===== config.mk =====
export PLATFORM = sky130hd
export DESIGN_NAME = dmem_arbiter_flat
export DESIGN_NICKNAME = d
export VERILOG_FILES = /design/src/rtl/dmem_arbiter_if.sv /design/src/rtl/dmem_arbiter.sv /design/src/flat_wrapper.sv
export SDC_FILE = /design/constraint.sdc
export NUM_CORES = 1
export LEC_CHECK = 0
export ABC_AREA = 1
export CAP_MARGIN = 20
export CELL_PAD_IN_SITES_DETAIL_PLACEMENT = 1
export CELL_PAD_IN_SITES_GLOBAL_PLACEMENT = 1
export CORE_UTILIZATION = 30
export CTS_CLUSTER_SIZE = 12
export DETAILED_ROUTE_END_ITERATION = 10
export PLACE_DENSITY_LB_ADDON = 0.1
export SLEW_MARGIN = 20
export SYNTH_ARGS = -nofsm -noshare
export SYNTH_HDL_FRONTEND = slang
export SYNTH_SLANG_ARGS = --single-unit

===== constraint.sdc =====
create_clock -name clk -period 4.3 [get_ports clk]
set_input_delay 0.86 -clock clk [delete_from_list [all_inputs] [get_ports clk]]
set_output_delay 0.86 -clock clk [all_outputs]
set_load 0.01 [all_outputs]

===== src/rtl/dmem_arbiter_if.sv =====
// Signal bundle linking the data-memory arbiter to the CPU port, the waveform
// stream consumer and the single-port data memory.
interface dmem_arbiter_if #(
  parameter int LEN_W = 8
);
  logic             cpu_req;
  logic             cpu_we;
  logic [31:0]      cpu_addr;
  logic [31:0]      cpu_wdata;
  logic             cpu_gnt;
  logic             cpu_rvalid;
  logic [31:0]      cpu_rdata;

  logic             str_start;
  logic [31:0]      str_base;
  logic [LEN_W-1:0] str_len;
  logic             str_busy;
  logic             str_done;
  logic             str_valid;
  logic [31:0]      str_data;
  logic             str_ready;

  logic [31:0]      mem_addr;
  logic [31:0]      mem_wd;
  logic             mem_we;
  logic [31:0]      mem_rd;

  // Arbiter side
  modport slave (
    input  cpu_req, cpu_we, cpu_addr, cpu_wdata,
    output cpu_gnt, cpu_rvalid, cpu_rdata,
    input  str_start, str_base, str_len, str_ready,
    output str_busy, str_done, str_valid, str_data,
    output mem_addr, mem_wd, mem_we,
    input  mem_rd
  );

  // Requester / memory side
  modport master (
    output cpu_req, cpu_we, cpu_addr, cpu_wdata,
    input  cpu_gnt, cpu_rvalid, cpu_rdata,
    output str_start, str_base, str_len, str_ready,
    input  str_busy, str_done, str_valid, str_data,
    input  mem_addr, mem_wd, mem_we,
    output mem_rd
  );
endinterface


===== src/rtl/dmem_arbiter.sv =====
// Single-port data memory arbiter: CPU has fixed priority, a burst-reading
// stream engine is protected from starvation by a forced-grant counter.
module dmem_arbiter #(
  parameter int LEN_W        = 8,
  parameter int STARVE_LIMIT = 4
) (
  input logic           clk,
  input logic           rst_n,
  dmem_arbiter_if.slave bus
);
  localparam int CNT_W = $clog2(STARVE_LIMIT + 1);

  typedef enum logic [1:0] {S_IDLE, S_RUN, S_DRAIN} state_t;

  state_t           r_state,  w_state_next;
  logic [31:0]      r_addr,   w_addr_next;
  logic [LEN_W-1:0] r_left,   w_left_next;
  logic [CNT_W-1:0] r_starve, w_starve_next;
  logic             r_valid,  w_valid_next;
  logic [31:0]      r_data,   w_data_next;
  logic             r_done,   w_done_next;
  logic             r_rvalid, w_rvalid_next;
  logic [31:0]      r_rdata,  w_rdata_next;

  logic             w_str_want;
  logic             w_force;
  logic             w_str_gnt;
  logic             w_cpu_gnt;
  logic             w_unused_low;

  // Single-entry output buffer: fetch only if it is empty or being drained now.
  assign w_str_want = (r_state == S_RUN) && (r_left != '0) &&
                      (!r_valid || bus.str_ready);
  assign w_force    = w_str_want && (r_starve == CNT_W'(STARVE_LIMIT));
  assign w_str_gnt  = w_str_want && (!bus.cpu_req || w_force);
  assign w_cpu_gnt  = bus.cpu_req && !w_force;

  assign bus.cpu_gnt    = w_cpu_gnt;
  assign bus.cpu_rvalid = r_rvalid;
  assign bus.cpu_rdata  = r_rdata;
  assign bus.str_busy   = (r_state != S_IDLE);
  assign bus.str_done   = r_done;
  assign bus.str_valid  = r_valid;
  assign bus.str_data   = r_data;
  assign bus.mem_addr   = w_str_gnt ? r_addr : {bus.cpu_addr[31:2], 2'b00};
  assign bus.mem_wd     = bus.cpu_wdata;
  assign bus.mem_we     = w_cpu_gnt & bus.cpu_we;

  assign w_unused_low   = ^{bus.cpu_addr[1:0], bus.str_base[1:0]};

  always_comb begin
    w_state_next  = r_state;
    w_addr_next   = r_addr;
    w_left_next   = r_left;
    w_starve_next = '0;
    w_valid_next  = r_valid;
    w_data_next   = r_data;
    w_done_next   = 1'b0;
    w_rvalid_next = w_cpu_gnt && !bus.cpu_we;
    w_rdata_next  = (w_cpu_gnt && !bus.cpu_we) ? bus.mem_rd : r_rdata;

    if (w_str_want && !w_str_gnt) begin
      w_starve_next = r_starve + 1'b1;
    end

    // A fresh fetch wins over a same-cycle handshake that would empty the buffer.
    if (w_str_gnt) begin
      w_valid_next = 1'b1;
      w_data_next  = bus.mem_rd;
    end else if (r_valid && bus.str_ready) begin
      w_valid_next = 1'b0;
    end

    case (r_state)
      S_IDLE: begin
        if (bus.str_start) begin
          if (bus.str_len != '0) begin
            w_state_next = S_RUN;
            w_addr_next  = {bus.str_base[31:2], 2'b00};
            w_left_next  = bus.str_len;
          end else begin
            w_done_next  = 1'b1;
          end
        end
      end
      S_RUN: begin
        if (w_str_gnt) begin
          w_addr_next = r_addr + 32'd4;
          w_left_next = r_left - 1'b1;
          if (r_left == LEN_W'(1)) begin
            w_state_next = S_DRAIN;
          end
        end
      end
      S_DRAIN: begin
        if (!r_valid || bus.str_ready) begin
          w_done_next  = 1'b1;
          w_state_next = S_IDLE;
        end
      end
      default: w_state_next = S_IDLE;
    endcase
  end

  always_ff @(posedge clk) begin
    if (!rst_n) begin
      r_state  <= S_IDLE;
      r_addr   <= '0;
      r_left   <= '0;
      r_starve <= '0;
      r_valid  <= 1'b0;
      r_data   <= '0;
      r_done   <= 1'b0;
      r_rvalid <= 1'b0;
      r_rdata  <= '0;
    end else begin
      r_state  <= w_state_next;
      r_addr   <= w_addr_next;
      r_left   <= w_left_next;
      r_starve <= w_starve_next;
      r_valid  <= w_valid_next;
      r_data   <= w_data_next;
      r_done   <= w_done_next;
      r_rvalid <= w_rvalid_next;
      r_rdata  <= w_rdata_next;
    end
  end
endmodule


===== src/flat_wrapper.sv =====
// flat-port wrapper written by rule: the top's interface ports become plain ports
module dmem_arbiter_flat 
#(
  parameter int LEN_W        = 8,
  parameter int STARVE_LIMIT = 4
)
  (clk, rst_n, bus_cpu_req, bus_cpu_we, bus_cpu_addr, bus_cpu_wdata, bus_cpu_gnt, bus_cpu_rvalid, bus_cpu_rdata, bus_str_start, bus_str_base, bus_str_len, bus_str_ready, bus_str_busy, bus_str_done, bus_str_valid, bus_str_data, bus_mem_addr, bus_mem_wd, bus_mem_we, bus_mem_rd);
  dmem_arbiter_if #(.LEN_W(LEN_W)) bus_i ();
  input logic clk;
  input logic rst_n;
  input wire logic [$bits(bus_i.cpu_req)-1:0] bus_cpu_req;
  input wire logic [$bits(bus_i.cpu_we)-1:0] bus_cpu_we;
  input wire logic [$bits(bus_i.cpu_addr)-1:0] bus_cpu_addr;
  input wire logic [$bits(bus_i.cpu_wdata)-1:0] bus_cpu_wdata;
  output wire logic [$bits(bus_i.cpu_gnt)-1:0] bus_cpu_gnt;
  output wire logic [$bits(bus_i.cpu_rvalid)-1:0] bus_cpu_rvalid;
  output wire logic [$bits(bus_i.cpu_rdata)-1:0] bus_cpu_rdata;
  input wire logic [$bits(bus_i.str_start)-1:0] bus_str_start;
  input wire logic [$bits(bus_i.str_base)-1:0] bus_str_base;
  input wire logic [$bits(bus_i.str_len)-1:0] bus_str_len;
  input wire logic [$bits(bus_i.str_ready)-1:0] bus_str_ready;
  output wire logic [$bits(bus_i.str_busy)-1:0] bus_str_busy;
  output wire logic [$bits(bus_i.str_done)-1:0] bus_str_done;
  output wire logic [$bits(bus_i.str_valid)-1:0] bus_str_valid;
  output wire logic [$bits(bus_i.str_data)-1:0] bus_str_data;
  output wire logic [$bits(bus_i.mem_addr)-1:0] bus_mem_addr;
  output wire logic [$bits(bus_i.mem_wd)-1:0] bus_mem_wd;
  output wire logic [$bits(bus_i.mem_we)-1:0] bus_mem_we;
  input wire logic [$bits(bus_i.mem_rd)-1:0] bus_mem_rd;
  assign bus_i.cpu_req = bus_cpu_req;
  assign bus_i.cpu_we = bus_cpu_we;
  assign bus_i.cpu_addr = bus_cpu_addr;
  assign bus_i.cpu_wdata = bus_cpu_wdata;
  assign bus_cpu_gnt = bus_i.cpu_gnt;
  assign bus_cpu_rvalid = bus_i.cpu_rvalid;
  assign bus_cpu_rdata = bus_i.cpu_rdata;
  assign bus_i.str_start = bus_str_start;
  assign bus_i.str_base = bus_str_base;
  assign bus_i.str_len = bus_str_len;
  assign bus_i.str_ready = bus_str_ready;
  assign bus_str_busy = bus_i.str_busy;
  assign bus_str_done = bus_i.str_done;
  assign bus_str_valid = bus_i.str_valid;
  assign bus_str_data = bus_i.str_data;
  assign bus_mem_addr = bus_i.mem_addr;
  assign bus_mem_wd = bus_i.mem_wd;
  assign bus_mem_we = bus_i.mem_we;
  assign bus_i.mem_rd = bus_mem_rd;
  dmem_arbiter #(.LEN_W(LEN_W), .STARVE_LIMIT(STARVE_LIMIT)) u_core (.clk(clk), .rst_n(rst_n), .bus(bus_i));
endmodule

After elaboration in Yosys (flattened, before gate mapping):

Index checks and enable logic that the tools add are counted.

* register bits after elaboration: 112
* bits in latches: 0
* RAM bits: 0
* memory bits (read-only): 0
* memories: 0

* $add $sub $neg: 3
* $mul: 0
* div/mod/pow operators: 0
* order comparisons: 0
* equality and inequality tests: 9
* shifts and indexed selects: 0
* multiplexer cells: 21
* bitwise operators: 1
* reduce and logical (&&, ||, !) cells: 24

Operators with widths (number)
* two-way mux 32 bit: 4
* one-hot mux 32 bit (2 select lines): 1
* adder 32 x 3 -> 32 bit, second input constant: 1
* two-way mux 8 bit: 3
* one-hot mux 8 bit (2 select lines): 1
* nonzero test 8 bit: 2
* two-way mux 2 bit: 5
* == test 8 x 1 -> 1 bit, second input constant: 1
* logical AND 1 bit: 8
* subtractor 8 x 1 -> 8 bit, second input constant: 1
* inequality test 2 x 1 -> 1 bit, second input constant: 3
* one-hot mux 2 bit (3 select lines): 1
* nonzero test 2 bit: 3
* logical NOT 1 bit: 5
* two-way mux 1 bit: 5
* AND reduction 5 bit: 1
* inequality test 2 bit, second input constant: 2
* AND reduction 4 bit: 1
* adder 3 x 1 -> 3 bit, second input constant: 1
* == test 3 bit, second input constant: 1
* == test 2 x 1 -> 1 bit, second input constant: 1
* == test 2 bit, second input constant: 1
* logical NOT 2 bit: 1
* logical OR 1 bit: 2
* 3 further kinds: 3

Depth between registers and ports, before layout:

Gate-level depths: netlist of the first run.

* word-level depth: 9
* gate-level depth with buffers: 12

Worst setup path after synthesis of the first run:

OpenSTA, ideal clock, no wires.

* kind: input-to-output
* start point: input bus_str_ready
* end point: output bus_mem_addr[10]
* arrival time: 1815 ps
* required time: 3440 ps
* slack: 1625 ps
* stages: 6
* path buffers: 2
* cells stage by stage: nor2_1 -> nor2_4 -> o211ai_4 -> buf_6 -> clkbuf_1 -> o21ai_0

* longest elaborated chain between the ends: 6

Ends and longest elaborated chain
* start, declared: line flat_wrapper.sv:21 `input wire logic [$bits(bus_i.str_ready)-1:0] bus_str_ready;`
* logical OR 1 bit (*): line dmem_arbiter.sv:33 `(!r_valid || bus.str_ready);`
* logical AND 1 bit (*): line dmem_arbiter.sv:32 `assign w_str_want = (r_state == S_RUN) && (r_left != '0) &&`
* logical AND 1 bit: line dmem_arbiter.sv:34 `assign w_force = w_str_want && (r_starve == CNT_W'(STARVE_LIMIT));`
* logical OR 1 bit: line dmem_arbiter.sv:35 `assign w_str_gnt = w_str_want && (!bus.cpu_req || w_force);`
* logical AND 1 bit (*): line dmem_arbiter.sv:35
* two-way mux 32 bit (*): line dmem_arbiter.sv:45 `assign bus.mem_addr = w_str_gnt ? r_addr : {bus.cpu_addr[31:2], 2'b00};`
* end, declared: line flat_wrapper.sv:26 `output wire logic [$bits(bus_i.mem_addr)-1:0] bus_mem_addr;`

Mark *: on every way between the ends. The rest lies on a longest branch, timed or not.

Final worst setup path of the first run:

* start point: input bus_str_ready
* end point: output bus_mem_addr[16]

Same word-level chain as after synthesis.

==> results of run 1 <==
[layout make-up]
| cell class | count | area [um2] | area share |
|---|---|---|---|
| clock inverter | 6 | 56.3 | 0.00677 |
| sequential | 110 | 2200 | 0.265 |
| tap | 265 | 332 | 0.0399 |
| multi-input combinational | 695 | 3100 | 0.373 |
| clock buffer | 9 | 225 | 0.0271 |
| timing repair buffer | 216 | 2160 | 0.260 |
| inverter | 63 | 239 | 0.0287 |
[worst max path at each step]
stage | start | end
4_1_cts | bus_str_ready | bus_mem_addr[18]
2_1_floorplan | bus_str_ready | bus_mem_addr[10]
6_report | bus_str_ready | bus_mem_addr[16]
5_1_grt | bus_str_ready | bus_mem_addr[4]
3_5_place_dp | bus_str_ready | bus_mem_addr[18]
3_3_place_gp | bus_str_ready | bus_mem_addr[18]
[per-stage QoR]
stage / hold slack (ns) / cells
final: 0.452 / 1364
after detailed placement: 0.443 / 1349
after global routing: 0.481 / 1364
after global placement: 0.432 / 1349
after floorplan: 0.417 / 950
after CTS: 0.463 / 1364
[kinds of logic (layout without fill, tap and decap cells)]
group	count (synthesis)	count (layout)	synth area share
xor gates and xnor gates	4	4	0.00574
buffers and inverters	145	294	0.131
DFF	110	110	0.361
AOI/OAI and AO/OA	165	165	0.141
adders and majority gates	5	5	0.0103
other	1	2	0.000615
and+or+nand+nor	519	519	0.350
[power by group]
| part | switching [mW] | internal [mW] | total (mW) |
|---|---|---|---|
| Combinational | 0.392 | 0.329 | 0.721 |
| Clock | 0.425 | 0.402 | 0.827 |
| Sequential | 0.0790 | 1.10 | 1.18 |
[sequential cells by signal, indices dropped and copies added, names as in the netlist]
signal / flops
u_core.r_state: 2
u_core.r_starve: 3
u_core.r_addr: 30
u_core.r_left: 8
u_core.bus.cpu_rvalid: 1
u_core.bus.cpu_rdata: 32
u_core.bus.str_done: 1
u_core.bus.str_data: 32
u_core.bus.str_valid: 1
[placed cells by master, fill, tap and decap left out, types with 5 or more instances in the layout]
cell             count
o21ai_0             55
or2_2                9
clkbuf_16            9
dfxtp_1            110
nand2_1            318
ha_1                 5
inv_2                5
a21oi_1             92
inv_1               56
a31oi_1              5
nor2_2               5
o21ai_1             10
nor2_1              90
clkdlybuf4s50_1    205
nand3_1             82
buf_4                9
[metal layers]
metal,up-vias,global-route usage,wire [um]
li1,3290,-,-
met5,-,0,0
met1,3012,0.264,10000
met2,130,0.363,10300
met4,0,0.0499,255
met3,21,0.0305,850
==> metrics.md, run 1 <==
| Metric | Value |
|---|---|
| Status | finished, final reports clean |
| DR iter-0 viols | about 290 |
| H-Tree Depth | 3 |
| Number of buffers created by CTS | 9 |
| Starting Density | 0.309 |
| Sequential share of the synthesized area | 0.361 |
| Synthesized instance count | about 950 |
| Post-placement cell area | between 8000 and 9000 um2 |
| Layout Nets | between 1,000 and 1,500 |
| Die W | 145 um |
| Final setup viols | 0 |
| Design area | just over 8000 um2 |
| Top cell type's share of synthesized area | 0.361 |
| Final Hold Viols | 0 |
| Diode count | 0 |
| Total global-route track usage | 0.207 |
| Core ar. | 19,700 um2 |
| Via-to-Cell Ratio | between 4 and 5 |
| Slowest stage delay, CP | about 0.56 ns |
| Grt ovf | 0 |
| Critical path type | input port to output pin |
| First-pass GRT wire length | 33,500 um |
| FF-to-FF Start | u_core.r_left[0]$_SDFFE_PN0P_ |
| Root buf cell | clkbuf_16 |
| Post-CTS setup buffer count | 0 |
| Hold_sp | u_core.r_starve[0]$_SDFF_PN0_ |
| Drt wl/cell | 15.7 um |
| DRT Wirelength | between 20,000 and 25,000 um |
| Hold Path Class | register to register |
| Post-synth design cell area | slightly above 6000 um2 |
| RSZ-0062 raised after global routing | false |
| Setup crit end kind | output pin |
| Reg2Reg Depth | 11 |
| ANT nets after route | 0 |
| Reg2Reg Capture Point | u_core.r_left[5]$_SDFFE_PN0P_ |
| Pin slew with the least headroom to its limit | roughly 0.99 ns |
| Vias in the first global route | 6,469 |
| Post-cts resize count | 0 |
| Final core area utilization | 0.422 |
| Yosys synthesis warning count | 0 |
| Dominant cell type by area after synthesis | dfxtp_1 |
| Critical path fanouts, max | 22 |
| Most used flip-flop cell after synthesis | dfxtp_1 |
| Post-Place Worst Slack | 0.602 ns |
| Die Footprint | 20,900 um2 |
| Port bufs | just over 200 |
| WP depth | 8 |
| Detailed-route DRC error count | 0 |
| Reg2reg setup slack | 1.73 ns |
| Synth-to-Final Area Change | 36.3% |
| Count leader, synth | nand2_1 |
| Share of layout cells above drive strength 1 | 0.0500 |
| Achievable Freq | between 200 and 300 MHz |
| Clk_skew | approximately 0.014 ns |
| CTS sink count | 110 |
| Worst path top cell family by delay | buffers and inverters |
| RePlAce Congestion | around 0.85 |
| Hold Path Cell Cnt | 1 |
| Post-layout minimum cycle time | 3.67 ns |
| I/O pins | roughly 280 |
| Worst setup margin | about 0.63 ns |
| Pin count of the biggest net entering global routing | 67 |
| Initial antenna violation count | 0 |
| Max Cap Viol | 0 |
| Synth Register Bits | 110 |
| Die Y | 145 um |
| Row count | slightly above 50 |
| Pwr Total | 2.73 mW |
| Max-slew violation count | 0 |
| Fill count | between 2,000 and 3,000 |
| Worst EP required | 3.44 ns |
| Fin crit share | 0.853 |
| Most frequent cells after synthesis | 318 x nand2_1, 110 x dfxtp_1, 92 x a21oi_1 |
| CP most frequent cell | clkdlybuf4s50_1 |
| Bufs on Longest Clock Path | 2 |
| CTS tree | yes |
| Count of cell types in the netlist | 31 |
| Syn avg cell area | approximately 6.4 um2 |
| Vias | between 6,000 and 7,000 |
| Number of flops mapped to enable cells by yosys | 0 |
| Post-synth ARST share | 0 |
| Pleak | between 3 and 4 nW |
| Worst-Skew Late Latency | 0.36 ns |
| Post-route setup TNS | 0 ns |
| Max-slew headroom at the worst pin | 0.335 |
| Post-DP HPWL | ~16,000 um |
| Slowest cell on crit path | clkdlybuf4s50_1 |
| Worst Hold End | u_core.r_starve[0]$_SDFF_PN0_ |
| Clock transition at path regs | 0.08 ns |
| # hold bufs at CTS | 0 |
| Pwr Density | 328 nW/um2 |
| Critical path arrival | about 2.8 ns |
| Crit start category | input port |
| Max rail drop VDD | 0.000198 V |
| Synth area leaders | dfxtp_1 36%, nand2_1 20%, a21oi_1 7.5%, nand3_1 6.7%, nor2_1 5.5% |
| Critical-path cell list | clkdlybuf4s50_1 -> nor2_1 -> nor2_4 -> o211ai_4 -> buf_4 -> nand2_1 -> o21ai_0 -> clkdlybuf4s50_1 |
| Drt first pass iters | 4 |
| Worst Path Buf+Inv | 3 |
Note: power is estimated with default switching activity, not from simulation.
==> run 2: changes to the inputs <==
==> constraint.sdc (replaced) <==
create_clock -name clk -period 4.3 [get_ports clk]
set_input_delay 0.86 -clock clk [delete_from_list [all_inputs] [get_ports clk]]
set_output_delay 0.86 -clock clk [all_outputs]
set_load 0.005 [all_outputs]
==> metrics.md, run 2 (same netlist as run 1, synthesis figures left out) <==
| Metric | Value |
|---|---|
| Via-to-Cell Ratio | 4.69 (-0.80%) |
| Crit start category | input port |
| DRT Wirelength | 21,600 um (+0.97%) |
| CP most frequent cell | clkdlybuf4s50_1 |
| CTS tree | yes |
| Slowest stage delay, CP | 0.66 ns (+0.10 ns) |
| Worst-Skew Late Latency | 0.36 ns (about the same) |
| Reg2Reg Capture Point | u_core.r_addr[5]$_SDFFE_PN0P_ |
| Fin crit share | 0.901 (+0.0486) |
| Drt wl/cell | 15.8 um (+0.82%) |
| Diode count | 0 (unchanged) |
| Commonest non-fill, non-tap cells in the layout | 318 x nand2_1, 205 x clkdlybuf4s50_1, 110 x dfxtp_1 |
| Bufs on Longest Clock Path | 2 (unchanged) |
| Internal power | 1.86 mW (+1.5%) |
| P_sw | 0.887 mW (-1.0%) |
| Max-slew violation count | 0 (unchanged) |
| Clock power frac | 0.315 (+0.012) |
| Worst EP required | 3.44 ns (about the same) |
| Max rail drop VDD | 0.000182 V (-8.1%) |
| Combinational fraction of design power | 0.256 (-0.008) |
| Final setup viols | 0 (unchanged) |
| WP depth | 7 (-1) |
| # hold bufs at CTS | 0 (unchanged) |
| Critical path fanouts, max | 30 (+36%) |
| Reg2Reg Depth | 11 (unchanged) |
| Detailed-route DRC error count | 0 (unchanged) |
| Sw Ratio | 0.323 (-0.00542) |
| Final core area utilization | 0.424 (+0.00197) |
| Final Hold Viols | 0 (unchanged) |
| Post-DP HPWL | 15,800 um (+1.4%) |
| Layout Nets | 1,243 (+0.081%) |
| Pin slew with the least headroom to its limit | 0.795 ns (-0.200 ns) |
| Slowest cell on crit path | o211ai_4 |
| Core ar. | 19,700 um2 (unchanged) |
| RSZ-0062 raised after global routing | false |
| First-pass GRT wire length | 34,100 um (+2.1%) |
| H-Tree Depth | 3 (unchanged) |
| Setup crit end kind | output pin |
| Max-slew headroom at the worst pin | 0.468 (+0.132) |
| Total global-route track usage | 0.212 (+0.00544) |
| Post-CTS setup buffer count | 0 (unchanged) |
| I/O pins | 276 (unchanged) |
| Achievable Freq | 258 MHz (-5.4%) |
| RePlAce Congestion | 0.829 (-2.1%) |
| ANT nets after route | 0 (unchanged) |
| Sequential power share | 0.429 (-0.003) |
| Grt ovf | 0 (unchanged) |
| Post-route setup TNS | 0 ns (unchanged) |
| Max Cap Viol | 0 (unchanged) |
| Post-cts resize count | 0 (unchanged) |
| Synth-to-Final Area Change | 37.0% |
| Worst Path Buf+Inv | 4 (+1) |
| Clock transition at path regs | 0.07 ns (about the same) |
| Port bufs | 205 (unchanged) |
| Critical-path cell list | clkdlybuf4s50_1 -> inv_1 -> o211ai_4 -> buf_12 -> nand2_1 -> o21ai_0 -> clkdlybuf4s50_1 |
| Pin count of the biggest net entering global routing | 56 (-16%) |
| Die W | 145 um (unchanged) |
| Die Footprint | 20,900 um2 (unchanged) |
| Drt first pass iters | 4 (unchanged) |
| Initial antenna violation count | 0 (unchanged) |
| Status | finished, final reports clean |
| Post-layout minimum cycle time | 3.88 ns (+0.209 ns) |
| Critical path type | input port to output pin |
| FF-to-FF Start | u_core.r_starve[0]$_SDFF_PN0_ |
| Critical path arrival | 3.02 ns (+0.21 ns) |
| CTS sink count | 110 (unchanged) |
| Clk_skew | 0.0125 ns (-0.00182 ns) |
| Number of buffers created by CTS | 9 (unchanged) |
| Hold Path Class | register to register |
| Pwr Density | 328 nW/um2 (+0.18%) |
| Vias in the first global route | 6,490 (+0.32%) |
| Share of layout cells above drive strength 1 | 0.0518 (+0.00173) |
| Reg2reg setup slack | 1.53 ns (-0.20 ns) |
| DR iter-0 viols | 213 (-26%) |
| Vias | 6,411 (-0.65%) |
| Die Y | 145 um (unchanged) |
| Worst path top cell family by delay | buffers and inverters |
| Root buf cell | clkbuf_16 |
| Worst Setup SP | bus_cpu_req |
| Starting Density | 0.309 (unchanged) |
| Most common cell after layout, fill and taps aside | nand2_1 |
| Row count | 51 (unchanged) |
| Pwr Total | 2.74 mW (+0.64%) |
| Worst setup path endpoint | bus_mem_addr[16] |
| Pleak | 3.15 nW (+0.70%) |
-- run 2: cell count changes in the layout (fill, tap and decap cells not counted) --
cell | previous run | this run
inv_6 | 0 | 3
buf_12 | 2 | 3
inv_8 | 2 | 1
clkinv_8 | 0 | 1
clkinv_4 | 3 | 0
clkbuf_8 | 0 | 1
-- run 2: metrics by stage --
stage | cells | hold slack (ns) | area [um2] | setup slack (ns)
2_1_floorplan | 950 | 0.417 | 6100 | 1.66
3_3_place_gp | 1350 | 0.431 | 8060 | 0.385
3_5_place_dp | 1350 | 0.435 | 8060 | 0.374
4_1_cts | 1366 | 0.452 | 8360 | 0.379
5_1_grt | 1366 | 0.479 | 8360 | 0.222
6_report | 1366 | 0.445 | 8360 | 0.425
-- run 2: worst min-delay path by stage --
stage / slack (ns) / start / to / cells after the start
floorplan: 0.42 / u_core.r_starve[0]$_SDFF_PN0_ / u_core.r_starve[0]$_SDFF_PN0_ / 1
global placement: 0.43 / u_core.r_starve[0]$_SDFF_PN0_ / u_core.r_starve[0]$_SDFF_PN0_ / 1
detailed placement: 0.44 / u_core.r_starve[0]$_SDFF_PN0_ / u_core.r_starve[0]$_SDFF_PN0_ / 1
CTS: 0.45 / u_core.r_starve[0]$_SDFF_PN0_ / u_core.r_starve[0]$_SDFF_PN0_ / 1
global route: 0.48 / u_core.bus.cpu_rdata[2]$_SDFFE_PN0P_ / u_core.bus.cpu_rdata[2]$_SDFFE_PN0P_ / 2
finish: 0.44 / u_core.r_starve[0]$_SDFF_PN0_ / u_core.r_starve[0]$_SDFF_PN0_ / 1
-- run 2: power by group through the flow --
stage	Clock, mW	Combinational (mW)	Sequential (mW)
floorplan	0	0.411	1.18
global placement	0	0.702	1.20
detailed placement	0	0.713	1.20
CTS	0.895	0.717	1.18
global route	0.934	0.791	1.19
finish	0.864	0.703	1.18
-- run 2: worst reg2reg max path, delay by kind of cell (launching register included) --
family	cells	cell delay [ns]
AO/OA/AOI/OAI	3	0.92
adder cells (fa/ha/maj)	1	0.18
buffers and inverters	4	0.80
flip-flops	1	0.35
AND/OR/NAND/NOR	3	0.45
-- run 2: layer usage --
metal | share of wire | track usage | vias up
li1 | - | - | 3297
met5 | 0 | 0 | -
met4 | 0.014 | 0.0582 | 0
met1 | 0.47 | 0.275 | 2959
met3 | 0.041 | 0.0258 | 22
met2 | 0.48 | 0.369 | 133
-- run 2: area by class of cell --
class / count / area [um2]
Clock buffer: 10 / 239
Clock inverter: 6 / 61.3
Fill cell: 2513 / 11400
Inverter: 63 / 239
Multi-Input combinational cell: 695 / 3100
Sequential cell: 110 / 2200
Tap cell: 265 / 332
Timing Repair Buffer: 217 / 2180
==> run 3: changes to the inputs <==
Settings changed: CORE_MARGIN set to 2, REMOVE_ABC_BUFFERS set to 1.
==> metrics.md, run 3 (same netlist as run 1, synthesis figures left out) <==
| Metric | Value |
|---|---|
| Sequential power share | 0.426 (-0.003) |
| Die Y | 147 um (+1.4%) |
| I/O pins | 276 (unchanged) |
| Critical path type | input port to output pin |
| Drt first pass iters | 4 (unchanged) |
| Cells after DPL | 1,355 (+0.37%) |
| Core ar. | 20,100 um2 (+2.0%) |
| Slowest cell on crit path | clkdlybuf4s50_1 |
| Crit start category | input port |
| Critical-path cell list | clkdlybuf4s50_1 -> nor2_1 -> nor2_4 -> o211ai_4 -> buf_4 -> nand2_1 -> o21ai_0 -> clkdlybuf4s50_1 |
| Worst-Skew Late Latency | 0.36 ns (about the same) |
| DRT Wirelength | 22,200 um (+2.4%) |
| Max Cap Viol | 0 (unchanged) |
| Drt wl/cell | 16.2 um (+2.1%) |
| Critical path fanouts, max | 34 (+13%) |
| Setup crit end kind | output pin |
| Post-cts resize count | 0 (unchanged) |
| Pleak | 3.14 nW (-0.13%) |
| Combinational fraction of design power | 0.252 (-0.004) |
| Total global-route track usage | 0.206 (-0.00679) |
| Clk_skew | 0.00927 ns (-0.00320 ns) |
| Pwr Density | 331 nW/um2 (+0.85%) |
| Number of buffers created by CTS | 9 (unchanged) |
| Vias | 6,433 (+0.34%) |
| Layout Nets | 1,243 (unchanged) |
| Hold Path Class | register to register |
| Final setup viols | 0 (unchanged) |
| Die Footprint | 21,500 um2 (+2.8%) |
| Detailed-route DRC error count | 0 (unchanged) |
| CP most frequent cell | clkdlybuf4s50_1 |
| CTS sink count | 110 (unchanged) |
| Slowest stage delay, CP | 0.53 ns (-0.13 ns) |
| Most common cell after layout, fill and taps aside | nand2_1 |
| Vias in the first global route | 6,648 (+2.4%) |
| Final Hold Viols | 0 (unchanged) |
| First-pass GRT wire length | 35,400 um (+3.7%) |
| Worst EP required | 3.44 ns (about the same) |
| Port bufs | 205 (unchanged) |
| Post-route setup TNS | 0 ns (unchanged) |
| Row count | 52 (+2.0%) |
| Grt ovf | 0 (unchanged) |
| Critical path arrival | 2.78 ns (-0.24 ns) |
| Max-slew violation count | 0 (unchanged) |
| DR iter-0 viols | 189 (-11%) |
| Post-DP HPWL | 16,100 um (+2.2%) |
| Achievable Freq | 275 MHz (+6.5%) |
| Synth-to-Final Area Change | 36.9% (about the same) |
| Initial antenna violation count | 1 (+1) |
| RePlAce Congestion | 0.778 (-6.2%) |
| Share of layout cells above drive strength 1 | 0.0509 (-0.000862) |
| Fin crit share | 0.846 (-0.0550) |
| Sw Ratio | 0.316 (-0.00677) |
| Post-route insts no fill | 1,370 (+0.29%) |
| Max-slew headroom at the worst pin | 0.434 (-0.0333) |
| Internal power | 1.89 mW (+1.8%) |
| Die W | 147 um (+1.4%) |
| # hold bufs at CTS | 0 (unchanged) |
| Post-layout minimum cycle time | 3.64 ns (-0.237 ns) |
| P_sw | 0.875 mW (-1.3%) |
| Commonest non-fill, non-tap cells in the layout | 318 x nand2_1, 205 x clkdlybuf4s50_1, 110 x dfxtp_1 |
| Via-to-Cell Ratio | 4.70 (about the same) |
| Bufs on Longest Clock Path | 2 (unchanged) |
| CTS tree | yes |
| Pin count of the biggest net entering global routing | 63 (+13%) |
| Clock transition at path regs | 0.08 ns (about the same) |
| Root buf cell | clkbuf_16 |
| Max rail drop VDD | 0.000188 V (+3.2%) |
| ANT nets after route | 0 (unchanged) |
| H-Tree Depth | 3 (unchanged) |
| RSZ-0062 raised after global routing | false |
| Starting Density | 0.303 (-0.00595) |
| Post-CTS setup buffer count | 0 (unchanged) |
| Clock power frac | 0.322 (+0.007) |
| Pin slew with the least headroom to its limit | 0.848 ns (+0.0528 ns) |
| Status | finished, final reports clean |
| Diode count | 0 (unchanged) |
run 3: cell types whose count changed in the layout (fill, tap and decap cells not counted):
cell       delta
clkinv_8      -1
inv_6         -2
inv_8         +1
buf_4         +1
bufinv_16     +1
clkbuf_8      -1
clkinv_4      +1
buf_12        -1
run 3: path summary, 6_finish.rpt:
path,from,slack (ns),cells after the start,to
max,bus_str_ready,0.66,8,bus_mem_addr[20]
min,u_core.r_starve[0]$_SDFF_PN0_,0.46,1,u_core.r_starve[0]$_SDFF_PN0_
max reg2reg,u_core.r_left[0]$_SDFFE_PN0P_,1.84,12,u_core.r_addr[29]$_SDFFE_PN0P_
min reg2reg,u_core.r_starve[0]$_SDFF_PN0_,0.46,1,u_core.r_starve[0]$_SDFF_PN0_
run 3: area by class of cell:
cell class,count,area [um2]
clock buffers,9,225
clock inverters,6,77.6
fillers,2584,11800
inverters,63,239
multi-input cells,695,3100
flip-flops and latches,110,2200
well taps,270,338
repair buffers,217,2170
run 3: metrics by stage:
| step | area [um2] | worst slack (ns) | hold slack [ns] | power [mW] | util |
|---|---|---|---|---|---|
| after floorplan | 5550 | 0.853 | 0.417 | 1.52 | - |
| after global placement | 8050 | 0.681 | 0.433 | 1.90 | 0.400 |
| after detailed placement | 8050 | 0.632 | 0.445 | 1.91 | 0.400 |
| after CTS | 8350 | 0.629 | 0.464 | 2.81 | 0.415 |
| after global routing | 8350 | 0.454 | 0.483 | 2.94 | 0.415 |
| final | 8350 | 0.661 | 0.459 | 2.77 | 0.415 |
run 3: power groups by stage:
stage | combinational (mW) | sequential [mW] | clock, mW
after floorplan | 0.339 | 1.18 | 0
after global placement | 0.699 | 1.20 | 0
after detailed placement | 0.708 | 1.20 | 0
after CTS | 0.712 | 1.18 | 0.921
after global routing | 0.789 | 1.19 | 0.961
final | 0.697 | 1.18 | 0.891
run 3: routing by layer:
| layer | vias to the layer above | global-route usage | wire (um) |
|---|---|---|---|
| met5 | - | 0.0227 | 55 |
| met4 | 4 | 0.0534 | 319 |
| met3 | 22 | 0.0944 | 2280 |
| met2 | 187 | 0.322 | 9730 |
| met1 | 2941 | 0.255 | 9790 |
| li1 | 3279 | - | - |
run 3: worst max-delay path: cells and delay by family:
family	cells	cell delay, ns
buf+inv	3	1.30
simple gates	3	0.43
compound gates	2	0.19
